**src/rtl/reg_mem_responder.sv**
```systemverilog
// rtl/reg_mem_responder.sv - word-addressed register memory that terminates reg requests
module reg_mem_responder #(
    parameter int                   AddrWidth = 32,
    parameter int                   DataWidth = 32,
    parameter int                   NumWords  = 16,
    parameter logic [AddrWidth-1:0] BaseAddr  = '0,
    parameter int                   Latency   = 1,
    localparam int                  StrbWidth = DataWidth / 8,
    localparam int                  ReqWidth  = AddrWidth + 1 + DataWidth + StrbWidth + 1,
    localparam int                  RspWidth  = DataWidth + 2
) (
    input  logic                clk_i,
    input  logic                rst_i,
    input  logic [ReqWidth-1:0] reg_req_i,
    output logic [RspWidth-1:0] reg_rsp_o
);
    localparam int OffBits  = $clog2(StrbWidth);
    localparam int IdxWidth = (NumWords > 1) ? $clog2(NumWords) : 1;
    localparam logic [AddrWidth-1:0] OffMask = AddrWidth'(StrbWidth - 1);

    typedef struct packed {
        logic [AddrWidth-1:0] addr;
        logic                 write;
        logic [DataWidth-1:0] wdata;
        logic [StrbWidth-1:0] wstrb;
        logic                 valid;
    } req_t;

    typedef struct packed {
        logic [DataWidth-1:0] rdata;
        logic                 error;
        logic                 ready;
    } rsp_t;

    req_t                 w_req;
    rsp_t                 w_rsp;
    logic [AddrWidth-1:0] w_off;
    logic [AddrWidth-1:0] w_word;
    logic [IdxWidth-1:0]  w_idx;
    logic                 w_err;
    logic                 w_ready_raw;
    logic                 w_ready;
    logic [DataWidth-1:0] r_mem [NumWords];

    assign w_req  = reg_req_i;
    // Addresses below BaseAddr wrap to a huge offset and fall out of range.
    assign w_off  = w_req.addr - BaseAddr;
    assign w_word = w_off >> OffBits;
    assign w_idx  = w_word[IdxWidth-1:0];
    assign w_err  = (|(w_off & OffMask)) || (w_word >= AddrWidth'(NumWords));

    generate
        if (Latency == 0) begin : g_comb
            assign w_ready_raw = w_req.valid;
        end else begin : g_fsm
            typedef enum logic {S_IDLE, S_WAIT} state_t;
            state_t     r_state;
            state_t     w_state_next;
            logic [7:0] r_cnt;
            logic [7:0] w_cnt_next;

            always_ff @(posedge clk_i) begin
                if (rst_i) begin
                    r_state <= S_IDLE;
                    r_cnt   <= '0;
                end else begin
                    r_state <= w_state_next;
                    r_cnt   <= w_cnt_next;
                end
            end

            always_comb begin
                w_state_next = r_state;
                w_cnt_next   = r_cnt;
                w_ready_raw  = 1'b0;
                case (r_state)
                    S_IDLE: begin
                        if (w_req.valid) begin
                            w_cnt_next   = 8'(Latency - 1);
                            w_state_next = S_WAIT;
                        end
                    end
                    S_WAIT: begin
                        if (!w_req.valid) begin
                            w_cnt_next   = '0;
                            w_state_next = S_IDLE;
                        end else if (r_cnt != '0) begin
                            w_cnt_next = r_cnt - 8'd1;
                        end else begin
                            w_ready_raw  = 1'b1;
                            w_state_next = S_IDLE;
                        end
                    end
                    default: w_state_next = S_IDLE;
                endcase
            end
        end
    endgenerate

    // A completion can never be signalled while the block is held in reset.
    assign w_ready = w_ready_raw & ~rst_i;

    always_ff @(posedge clk_i) begin
        if (rst_i) begin
            for (int i = 0; i < NumWords; i++) begin
                r_mem[i] <= '0;
            end
        end else if (w_ready && w_req.write && !w_err) begin
            for (int b = 0; b < StrbWidth; b++) begin
                if (w_req.wstrb[b]) begin
                    r_mem[w_idx][8*b +: 8] <= w_req.wdata[8*b +: 8];
                end
            end
        end
    end

    always_comb begin
        w_rsp       = '0;
        w_rsp.ready = w_ready;
        w_rsp.error = w_ready && w_err;
        if (w_ready && !w_err && !w_req.write) begin
            w_rsp.rdata = r_mem[w_idx];
        end
    end

    assign reg_rsp_o = w_rsp;
endmodule

```
**config.mk**
```make
export PLATFORM = sky130hd
export DESIGN_NAME = reg_mem_responder
export DESIGN_NICKNAME = d
export VERILOG_FILES = /design/src/rtl/reg_mem_responder.sv
export SDC_FILE = /design/constraint.sdc
export NUM_CORES = 1
export LEC_CHECK = 0
export CAP_MARGIN = 20
export CELL_PAD_IN_SITES_DETAIL_PLACEMENT = 1
export CELL_PAD_IN_SITES_GLOBAL_PLACEMENT = 1
export CORE_ASPECT_RATIO = 2
export CORE_MARGIN = 2
export CORE_UTILIZATION = 51
export CTS_CLUSTER_SIZE = 8
export DETAILED_ROUTE_END_ITERATION = 10
export GPL_TIMING_DRIVEN = 0
export PLACE_DENSITY_LB_ADDON = 0.12
export SETUP_SLACK_MARGIN = 0.02
export SYNTH_ARGS = -nofsm -noshare
export SYNTH_HDL_FRONTEND = slang
export SYNTH_SLANG_ARGS = --single-unit
export TNS_END_PERCENT = 10
```
**constraint.sdc**
```tcl
create_clock -name clk_i -period 2.92 [get_ports clk_i]
set_clock_uncertainty 0.15 [all_clocks]
set_input_delay 0.584 -clock clk_i [delete_from_list [all_inputs] [get_ports clk_i]]
set_output_delay 0.584 -clock clk_i [all_outputs]
set_load 0.05 [all_outputs]
```
==> impl_metrics.json, run 1 <==
{
  "status": "finished with violations",
  "violations": "setup timing",
  "antenna_found_initial": 0,
  "hold_class": "flop to flop",
  "overflow": 0,
  "mostFrequentLayoutCell": "nor2_1",
  "drt_iter0_drc": 1487,
  "wl_per_cell_um": 33.9,
  "maxSlewHeadroom_pct": 37.9,
  "ys_seq_area_share_pct": 66.8,
  "ys.warnings.count": 0,
  "most-common-layout-cells": "551 x nor2_1, 512 x edfxtp_1, 128 x mux4_2",
  "drv_cap": 0,
  "crit_required_ns": 2.19,
  "cts_root_buf": "clkbuf_16",
  "clock.fmax_mhz": 299,
  "async_reset_ff_share_pct": 0,
  "synth.distinct_cells": 47,
  "critPathKind": "flop to output port",
  "final_nets": 1917,
  "wl_met2_um": 44400,
  "syn_area_um2": 23300,
  "die-area_um2": 47500,
  "tightest_slew_ns": 0.931,
  "gp_congestion": 0.947,
  "fin_ws_ns": -0.421,
  "grt_pass1_wl_um": 117000,
  "drt-vias-per-instance": 6.57,
  "grt_usage_pct": 35.3,
  "drc": 0,
  "synth_enable_flop_cells": 512,
  "cts_hold_buf": 0,
  "rsz0062_at_grt": "true",
  "synth-main-ff-cell": "edfxtp_1",
  "wl_um": 82100,
  "critPathCaptureType": "output port",
  "cts_tree": "built",
  "wl_met1_um": 26600,
  "finalPower_mw": 17.5,
  "clk_pin_slew_ns": 0.05,
  "synthCells": 1647,
  "grt_pass1_vias": 17360,
  "cp-start-kind": "flop",
  "start_util_pct": 51.8,
  "fp.dieH_um": 306,
  "clock_latency_ns": 0.59,
  "cts_sinks": 521,
  "final_hold_viol_count": 0,
  "drv_slew": 0,
  "grt_max_degree": 11,
  "route.met3.wl_um": 5340,
  "setup_violations": 41,
  "syn_nets": 1721,
  "htree_num_levels": 3,
  "clockBufferDepth": 3,
  "io_buffers": 105,
  "dr.pass1.iters": 5,
  "final_area_um2": 28100,
  "routed.top_layer": "met4",
  "dr_total_vias": 15900,
  "rows": 110,
  "ioPinCount": 106,
  "cellPowerDensity_nw_per_um2": 624,
  "syn_to_final_growth_pct": 20.6,
  "vdd_drop_max_mv": 0.549,
  "critPathArrivalTime_ns": 2.61,
  "syn_area_per_cell_um2": 14.1,
  "worst-path-max-fanout": 10,
  "drive_gt1_share_pct": 26.7,
  "p_leak_nw": 9.36,
  "ys_ff_latch": 521,
  "ant_nets": 0,
  "core_area_um2": 45000,
  "numCtsBuffers": 75,
  "die-width_um": 155,
  "dp_hpwl_um": 58100,
  "period_share_pct": 114,
  "placed_area_um2": 25100,
  "min_period_ns": 3.34
}
[critical path: stages, from the launching register on]
cell and delay, ns:
dfxtp_2 0.32, inv_2 0.07, ha_4 0.14, nor3b_4 0.22
and4b_1 0.26, buf_6 0.12, nand4b_1 0.12, buf_6 0.20
buf_12 0.18, a21oi_4 0.18, buf_6 0.18
[sequential cells by signal, summed over array words and instances (netlist names)]
signal	cells
r_mem	512
g_fsm.r_state	1
g_fsm.r_cnt	8
[where the power goes]
group / switching (mW) / internal [mW]
Sequential: 0.0756 / 8.44
Clock: 3.13 / 4.68
Combinational: 0.739 / 0.476
[cell families (layout without fill, tap and decap cells)]
family                   Yosys count  in the layout  synth area share (%)
AO/OA/AOI/OAI                    180            180                  5.69
buffers and inverters            165            377                  3.31
AND/OR/NAND/NOR                  650            650                  11.7
adder cells (fa/ha/maj)            2              2                 0.107
multiplexers                     129            129                  12.4
other                              0              1                     0
flip-flops                       521            521                  66.8
[routing by layer]
| metal | vias to the layer above | track usage [%] |
|---|---|---|
| li1 | 6521 | - |
| met5 | - | 0 |
| met3 | 313 | 5.78 |
| met1 | 8225 | 37.7 |
| met2 | 841 | 64.3 |
| met4 | 0 | 22.1 |
[metrics by stage]
step | hold WS [ns] | std cells | setup slack [ns] | util [%] | setup TNS (ns)
finish | 0.382 | 2420 | -0.421 | 62.4 | -12.03
global route | 0.423 | 2419 | -0.450 | 62.4 | -13.47
CTS | 0.384 | 2418 | -0.394 | 62.2 | -11.76
detailed placement | 0.366 | 2312 | -2.14 | 55.7 | -760.17
global placement | 0.325 | 2312 | -2.04 | 55.7 | -707.36
floorplan | 0.309 | 1647 | -0.257 | - | -8.03
[path summary, 6_finish.rpt]
check | startpoint | endpoint | slack, ns | cells after the start
setup reg to reg | g_fsm.r_cnt[0] | r_mem[7][17] | -0.02 | 8
hold / removal | g_fsm.r_state | g_fsm.r_state | 0.38 | 1
hold reg to reg | g_fsm.r_state | g_fsm.r_state | 0.38 | 1
setup / recovery | g_fsm.r_cnt[0] | reg_rsp_o[27] | -0.42 | 10
[final cells by class]
type	count	area (um^2)
Tap cell	560	701
Timing Repair Buffer	122	1260
Clock inverter	3	26.3
Multi-Input combinational cell	961	7470
Sequential cell	521	15600
Antenna cell	1	2.50
Buffer	156	1090
Inverter	6	22.5
Fill cell	4180	16900
Clock buffer	90	1980
[Yosys cell counts, drive strengths merged (5+ instances only)]
cell	number	share of area, %
a21oi	39	0.84
a22oi	65	2.1
a31o	55	2.1
and2	6	0.16
buf	71	1.8
clkbuf	88	1.5
dfxtp	9	0.77
edfxtp	512	66
inv	6	0.097
mux4	128	12
nand2	41	0.66
nand2b	5	0.13
nand4	16	0.95
nor2	553	8.9
nor2b	5	0.13
nor4	8	0.28
o21bai	6	0.19
[repair_timing]
| item | 4_1_cts | 5_1_grt |
|---|---|---|
| gates cloned | 1 | 0 |
| setup endpoints to repair | 978 | 160 |
| buffers inserted | 16 | 1 |
| hold endpoints to repair | 0 | 0 |
| resized for setup | 469 | 26 |
| pin swaps | 2 | 1 |
No activity file was read; power rests on OpenSTA's default activity.
==> run 2, diff against run 1 <==
--- a/config.mk
+++ b/config.mk
@@ -8,8 +8,7 @@
 export CAP_MARGIN = 20
 export CELL_PAD_IN_SITES_DETAIL_PLACEMENT = 1
 export CELL_PAD_IN_SITES_GLOBAL_PLACEMENT = 1
-export CORE_ASPECT_RATIO = 2
-export CORE_MARGIN = 2
+export CORE_MARGIN = 5
 export CORE_UTILIZATION = 51
 export CTS_CLUSTER_SIZE = 8
 export DETAILED_ROUTE_END_ITERATION = 10
==> run 2 against run 1 <==
The flow still finishes with violations (setup timing). Utilization rose by 0.62 points. Critical endpoint is now reg_rsp_o[9]. Cell count rose by 2.2%. Register-to-register slack worse by 0.09 ns.
==> impl_metrics.json, run 2 (same netlist as run 1, synthesis figures left out) <==
{
  "status": "finished with violations",
  "violations": "setup timing",
  "largest_reg_flops": 512,
  "min_period_ns": 3.34,
  "drv_slew": 0,
  "final_nets": 1930,
  "cp-start-kind": "primary input",
  "rsz0062_at_grt": "true",
  "overflow": 0,
  "drv_cap": 0,
  "grt_max_degree": 11,
  "worst-path-max-fanout": 5,
  "clockBufferDepth": 3,
  "cts_hold_buf": 0,
  "clk_pin_slew_ns": 0.05,
  "wl_met2_um": 41300,
  "antennaDiodeCount": 0,
  "fin_ws_ns": -0.424,
  "ant_nets": 0,
  "htree_num_levels": 3,
  "numCtsBuffers": 75,
  "hold_class": "primary input to flop",
  "regMostFlops": "r_mem",
  "die-area_um2": 50100,
  "route.met3.wl_um": 8570,
  "cts_sinks": 521,
  "utilization_pct": 63.1,
  "drt_iter0_drc": 2108,
  "setup_violations": 62,
  "vdd_drop_max_mv": 0.470,
  "clock_latency_ns": 0.60,
  "final_hold_viol_count": 0,
  "routed.top_layer": "met4",
  "clock.fmax_mhz": 299,
  "critPathArrivalTime_ns": 2.61,
  "start_util_pct": 51.5,
  "hold_ws_ns": 0.171,
  "finalSetupTns_ns": -14.56,
  "tightest_slew_ns": 0.915,
  "nFillCells": 4199,
  "cellPowerDensity_nw_per_um2": 620,
  "ioPinCount": 106,
  "cts_tree": "built",
  "drt-vias-per-instance": 6.64,
  "grt_pass1_vias": 17346,
  "io_buffers": 105,
  "mostFrequentLayoutCell": "nor2_1",
  "core_area_um2": 45300,
  "critical-path-slowest-cell": "clkdlybuf4s50_1",
  "critPathKind": "primary input to output port",
  "grt_usage_pct": 33.3,
  "critical_path.cell_chain": "clkdlybuf4s50_1, nor4_2, and4_4, buf_6, nand4b_1, buf_6, buf_12, a21oi_4, buf_6",
  "finalPower_mw": 17.7,
  "crit_required_ns": 2.19,
  "grt_pass1_wl_um": 120000,
  "wl_met1_um": 30700,
  "p_leak_nw": 9.53,
  "layout_top_registers": "r_mem x512, g_fsm.r_cnt x8, g_fsm.r_state x1",
  "cts_root_buf": "clkbuf_16",
  "wl_per_cell_um": 34.0,
  "most-common-layout-cells": "551 x nor2_1, 512 x edfxtp_1, 128 x mux4_2",
  "drc": 0,
  "crit_top_cell": "buf_6",
  "dp_hpwl_um": 54800,
  "dr.pass1.iters": 6,
  "period_share_pct": 115,
  "drive_gt1_share_pct": 28.1,
  "die-width_um": 224,
  "fp.dieH_um": 224,
  "antenna_found_initial": 0,
  "critPathCaptureType": "output port",
  "dr_total_vias": 16419,
  "rows": 78,
  "maxSlewHeadroom_pct": 39.0,
  "pre_cts_ws_ns": -2.05,
  "wl_um": 84200,
  "gp_congestion": 0.950,
  "slowest_delay_ns": 0.41,
  "syn_to_final_growth_pct": 22.6
}
## run 2: changes by cell type in the layout (fill, tap and decap cells not counted), moves of 4 or more
cell       change
a21oi_2        -8
a21oi_4        +8
a31o_2         -6
a31o_4         +7
buf_4         +10
clkbuf_16      +4
clkbuf_8       -5
## run 2: where the power goes
group / switching (mW) / internal, mW / total [mW]
sequential: 0.0776 / 8.44 / 8.52
clock: 3.16 / 4.79 / 7.95
combinational: 0.760 / 0.479 / 1.24
total: 4.00 / 13.7 / 17.7
## run 2: critical path: cells and delay by family
family | cells | cell delay [ns]
AOI/OAI and AO/OA | 1 | 0.17
buffers and inverters | 5 | 1.08
and+or+nand+nor | 3 | 0.76
## run 2: stage by stage
stage / cell area, um^2 / std cells
finish: 28600 / 2474
global route: 28600 / 2474
CTS: 28200 / 2463
detailed placement: 25100 / 2353
global placement: 25100 / 2352
floorplan: 23300 / 1647
## run 2: area by class of cell
| cell class | count | area [um^2] | share of cell area, % |
|---|---|---|---|
| Sequential cell | 521 | 15600 | 54.5 |
| Tap cell | 600 | 751 | 2.63 |
| Multi-Input combinational cell | 961 | 7670 | 26.9 |
| Timing Repair Buffer | 136 | 1470 | 5.14 |
| Buffer | 155 | 1040 | 3.64 |
| Clock inverter | 2 | 17.5 | 0.0613 |
| Clock buffer | 93 | 2030 | 7.11 |
| Inverter | 6 | 22.5 | 0.0789 |
## run 2: path summary, 6_finish.rpt
kind	to	slack, ns	depth (start not counted)	from
setup / recovery	reg_rsp_o[9]	-0.42	9	reg_req_i[49]
hold reg to reg	g_fsm.r_state	0.36	1	g_fsm.r_state
setup reg to reg	r_mem[13][25]	-0.11	11	g_fsm.r_cnt[1]
hold / removal	g_fsm.r_state	0.17	3	reg_req_i[0]
## run 2: routing by layer
| layer | GRT usage, % | up-vias |
|---|---|---|
| li1 | - | 6555 |
| met1 | 43.2 | 8564 |
| met2 | 55.1 | 1060 |
| met3 | 7.59 | 240 |
| met4 | 13.6 | 0 |
| met5 | 0 | - |
## run 2: timing repair
item	4_1_cts	5_1_grt
cloned	2	1
pin swaps	6	10
gates resized for setup	486	47
setup endpoints to repair	885	462
setup buffers	16	12
==> run 3, diff against run 2 <==
--- a/config.mk
+++ b/config.mk
@@ -5,14 +5,16 @@
 export SDC_FILE = /design/constraint.sdc
 export NUM_CORES = 1
 export LEC_CHECK = 0
+export ABC_AREA = 1
 export CAP_MARGIN = 20
 export CELL_PAD_IN_SITES_DETAIL_PLACEMENT = 1
 export CELL_PAD_IN_SITES_GLOBAL_PLACEMENT = 1
 export CORE_MARGIN = 5
-export CORE_UTILIZATION = 51
+export CORE_UTILIZATION = 49
 export CTS_CLUSTER_SIZE = 8
 export DETAILED_ROUTE_END_ITERATION = 10
 export GPL_TIMING_DRIVEN = 0
+export MAX_ROUTING_LAYER = met4
 export PLACE_DENSITY_LB_ADDON = 0.12
 export SETUP_SLACK_MARGIN = 0.02
 export SYNTH_ARGS = -nofsm -noshare
==> run 3 against run 2 <==
The run still ends with setup timing left. Global-route usage up 4.6 points. Clock-buffer cell count down 2. Wire length up 29%. Critical path type is now flop to output port. Largest cell class unchanged.
==> impl_metrics.json, run 3 <==
{
  "dp_hpwl_um": 74000,
  "final_nets": 2894,
  "syn_nets": 2627,
  "fp.dieH_um": 241,
  "critPathKind": "flop to output port",
  "cts_root_buf": "clkbuf_16",
  "drc": 0,
  "pwr-share-comb_pct": 10.0,
  "vdd_drop_max_mv": 0.442,
  "ys.warnings.count": 0,
  "drive_gt1_share_pct": 23.7,
  "wl_per_cell_um": 30.9,
  "busiest_layer": "met2",
  "status": "finished with violations",
  "critical-path-slowest-cell": "dfxtp_2",
  "maxSlewHeadroom_pct": 16.5,
  "final_area_um2": 31800,
  "grt_usage_pct": 38.0,
  "hold_ws_ns": 0.337,
  "drt_iter0_drc": 3055,
  "period_share_pct": 111,
  "clock.fmax_mhz": 307,
  "ioPinCount": 106,
  "clockBufferDepth": 3,
  "synth.distinct_cells": 29,
  "numCtsBuffers": 75,
  "p_sw_share_pct": 25.8,
  "async_reset_ff_share_pct": 0,
  "drv_slew": 0,
  "overflow": 0,
  "die-area_um2": 57900,
  "setup_violations": 112,
  "regMostFlops": "r_mem",
  "utilization_pct": 60.3,
  "drv_cap": 0,
  "dr.pass1.iters": 6,
  "synth.top_cells.by_area": "edfxtp_1 59%, nor3_2 9.2%, nor3_1 5.9%, nor2_1 5.8%, nand2_1 5.3%",
  "syn_area_um2": 26100,
  "most-common-layout-cells": "512 x edfxtp_1, 398 x nor2_1, 365 x nand2_1",
  "rsz0062_at_grt": "true",
  "grt_pass1_wl_um": 154000,
  "mostFrequentLayoutCell": "edfxtp_1",
  "met3_usage_pct": 9.13,
  "clock_latency_ns": 0.63,
  "final_hold_viol_count": 0,
  "crit_top_cell": "buf_12",
  "synth_top_cell_area_share_pct": 58.9,
  "finalSetupTns_ns": -12.85,
  "rows": 84,
  "drt-vias-per-instance": 6.49,
  "synth_commonest_cells": "512 x edfxtp_1, 405 x nor2_1, 367 x nand2_1",
  "use_met2_pct": 57.9,
  "violations": "setup timing",
  "gp_congestion": 0.969,
  "worst-path-max-fanout": 5,
  "synth.most_common_cell": "edfxtp_1",
  "clk_pin_slew_ns": 0.05,
  "ant_nets": 0,
  "layout_top_registers": "r_mem x512, g_fsm.r_cnt x8, g_fsm.r_state x1",
  "cp_top_family": "buffers and inverters",
  "seqPwrFrac_pct": 46.4,
  "wl_um": 109000,
  "nFillCells": 5603,
  "hold_class": "flop to flop",
  "yosys.area.top_type": "edfxtp_1",
  "largest_reg_flops": 512,
  "seq_area_um2": 15600,
  "ys_seq_area_share_pct": 59.6,
  "ys_ff_latch": 521,
  "min_period_ns": 3.25,
  "crit_required_ns": 2.19,
  "critPathArrivalTime_ns": 2.52,
  "start_util_pct": 49.5,
  "synth-main-ff-cell": "edfxtp_1",
  "slowest_delay_ns": 0.32,
  "grtUsageMet1_pct": 46.6,
  "dr_total_vias": 22909,
  "synth_enable_flop_cells": 512,
  "core_area_um2": 52700,
  "fin_ws_ns": -0.332,
  "power.internal_mw": 13.6,
  "multiInputGateArea_um2": 9470,
  "die-width_um": 241,
  "antenna_found_initial": 3,
  "tightest_slew_ns": 1.25,
  "cellPowerDensity_nw_per_um2": 579,
  "path_buf_inv": 6,
  "syn_to_final_growth_pct": 21.8,
  "syn_area_per_cell_um2": 10.2,
  "grt_pass1_vias": 23301,
  "cts_hold_buf": 0,
  "p_leak_nw": 11.1,
  "htree_num_levels": 3,
  "critPathCaptureType": "output port",
  "grt_max_degree": 11,
  "synthCells": 2553,
  "p_clk_share_pct": 43.6,
  "placed_area_um2": 28600,
  "cts_sinks": 521,
  "cp-start-kind": "flop",
  "io_buffers": 103,
  "critical_path.cell_chain": "inv_2, ha_4, inv_2, nor2_4, nand3_4, nor2_8, nand3b_1, buf_12, buf_12, buf_12, nor3_4, buf_6",
  "cts_tree": "built",
  "p_switching_mw": 4.75
}
run 3: cell count changes in the layout (fill, tap and decap cells not counted), sizes merged, moves of 114 or more:
cell / change
mux4: -128
o21ai: +251
inv: +114
nor3: +545
nor2: -141
nand2: +326
run 3: layout make-up:
cell class / count / share of cell area (%)
diodes: 3 / 0.0236
flip-flops and latches: 521 / 49.0
inverters: 118 / 1.41
well taps: 688 / 2.71
repair buffers: 189 / 5.67
clock inverters: 6 / 0.213
plain buffers: 239 / 4.97
multi-input cells: 1676 / 29.8
clock buffers: 91 / 6.23
run 3: path summary, 6_finish.rpt:
| path | startpoint | end | depth (start not counted) | slack (ns) |
|---|---|---|---|---|
| max | g_fsm.r_cnt[0] | reg_rsp_o[22] | 12 | -0.33 |
| min | g_fsm.r_cnt[6] | g_fsm.r_cnt[6] | 2 | 0.34 |
| max reg2reg | g_fsm.r_cnt[0] | r_mem[10][8] | 12 | -0.10 |
| min reg2reg | g_fsm.r_cnt[6] | g_fsm.r_cnt[6] | 2 | 0.34 |
run 3: timing repair:
| item | CTS | global route |
|---|---|---|
| buffers inserted | 14 | 6 |
| cloned | 3 | 1 |
| setup endpoints to repair | 484 | 276 |
| gates resized for setup | 483 | 82 |
| pin swaps | 38 | 17 |
run 3: worst reg2reg max path, delay by kind of cell, from the launching register on:
kind,cells,cell delay [ns]
fa+ha+maj,1,0.14
compound gates,1,0.52
buf+inv,6,1.01
simple gates,4,0.58
flops,1,0.32
run 3: cells by family after synthesis:
kind of cell	Yosys count	synth area share, %
XOR/XNOR	1	0.0336
buffers and inverters	357	6.16
adder cells (fa/ha/maj)	2	0.0959
AO/OA/AOI/OAI	331	7.02
AND/OR/NAND/NOR	1341	27.0
flip-flops	521	59.6
run 3: per-stage QoR:
step	instances	power (mW)	worst slack, ns
detailed placement	3404	10.3	-1.87
floorplan	2553	9.50	-0.0906
finish	3531	18.4	-0.332
global route	3531	18.8	-0.429
global placement	3344	10.2	-1.82
CTS	3518	18.2	-0.332
run 3: metal layers:
metal  wire length (um)  share of wire [%]
met5                  0                  0
met1              39400                 36
met2              50300                 46
met3              12400                 11
met4               7020                6.4
run 3: power groups by stage:
stage | clock, mW | combinational, mW | sequential, mW
finish | 8.01 | 1.84 | 8.54
global route | 8.31 | 1.90 | 8.55
CTS | 7.97 | 1.73 | 8.54
detailed placement | 0 | 1.63 | 8.67
global placement | 0 | 1.52 | 8.67
floorplan | 0 | 0.849 | 8.65
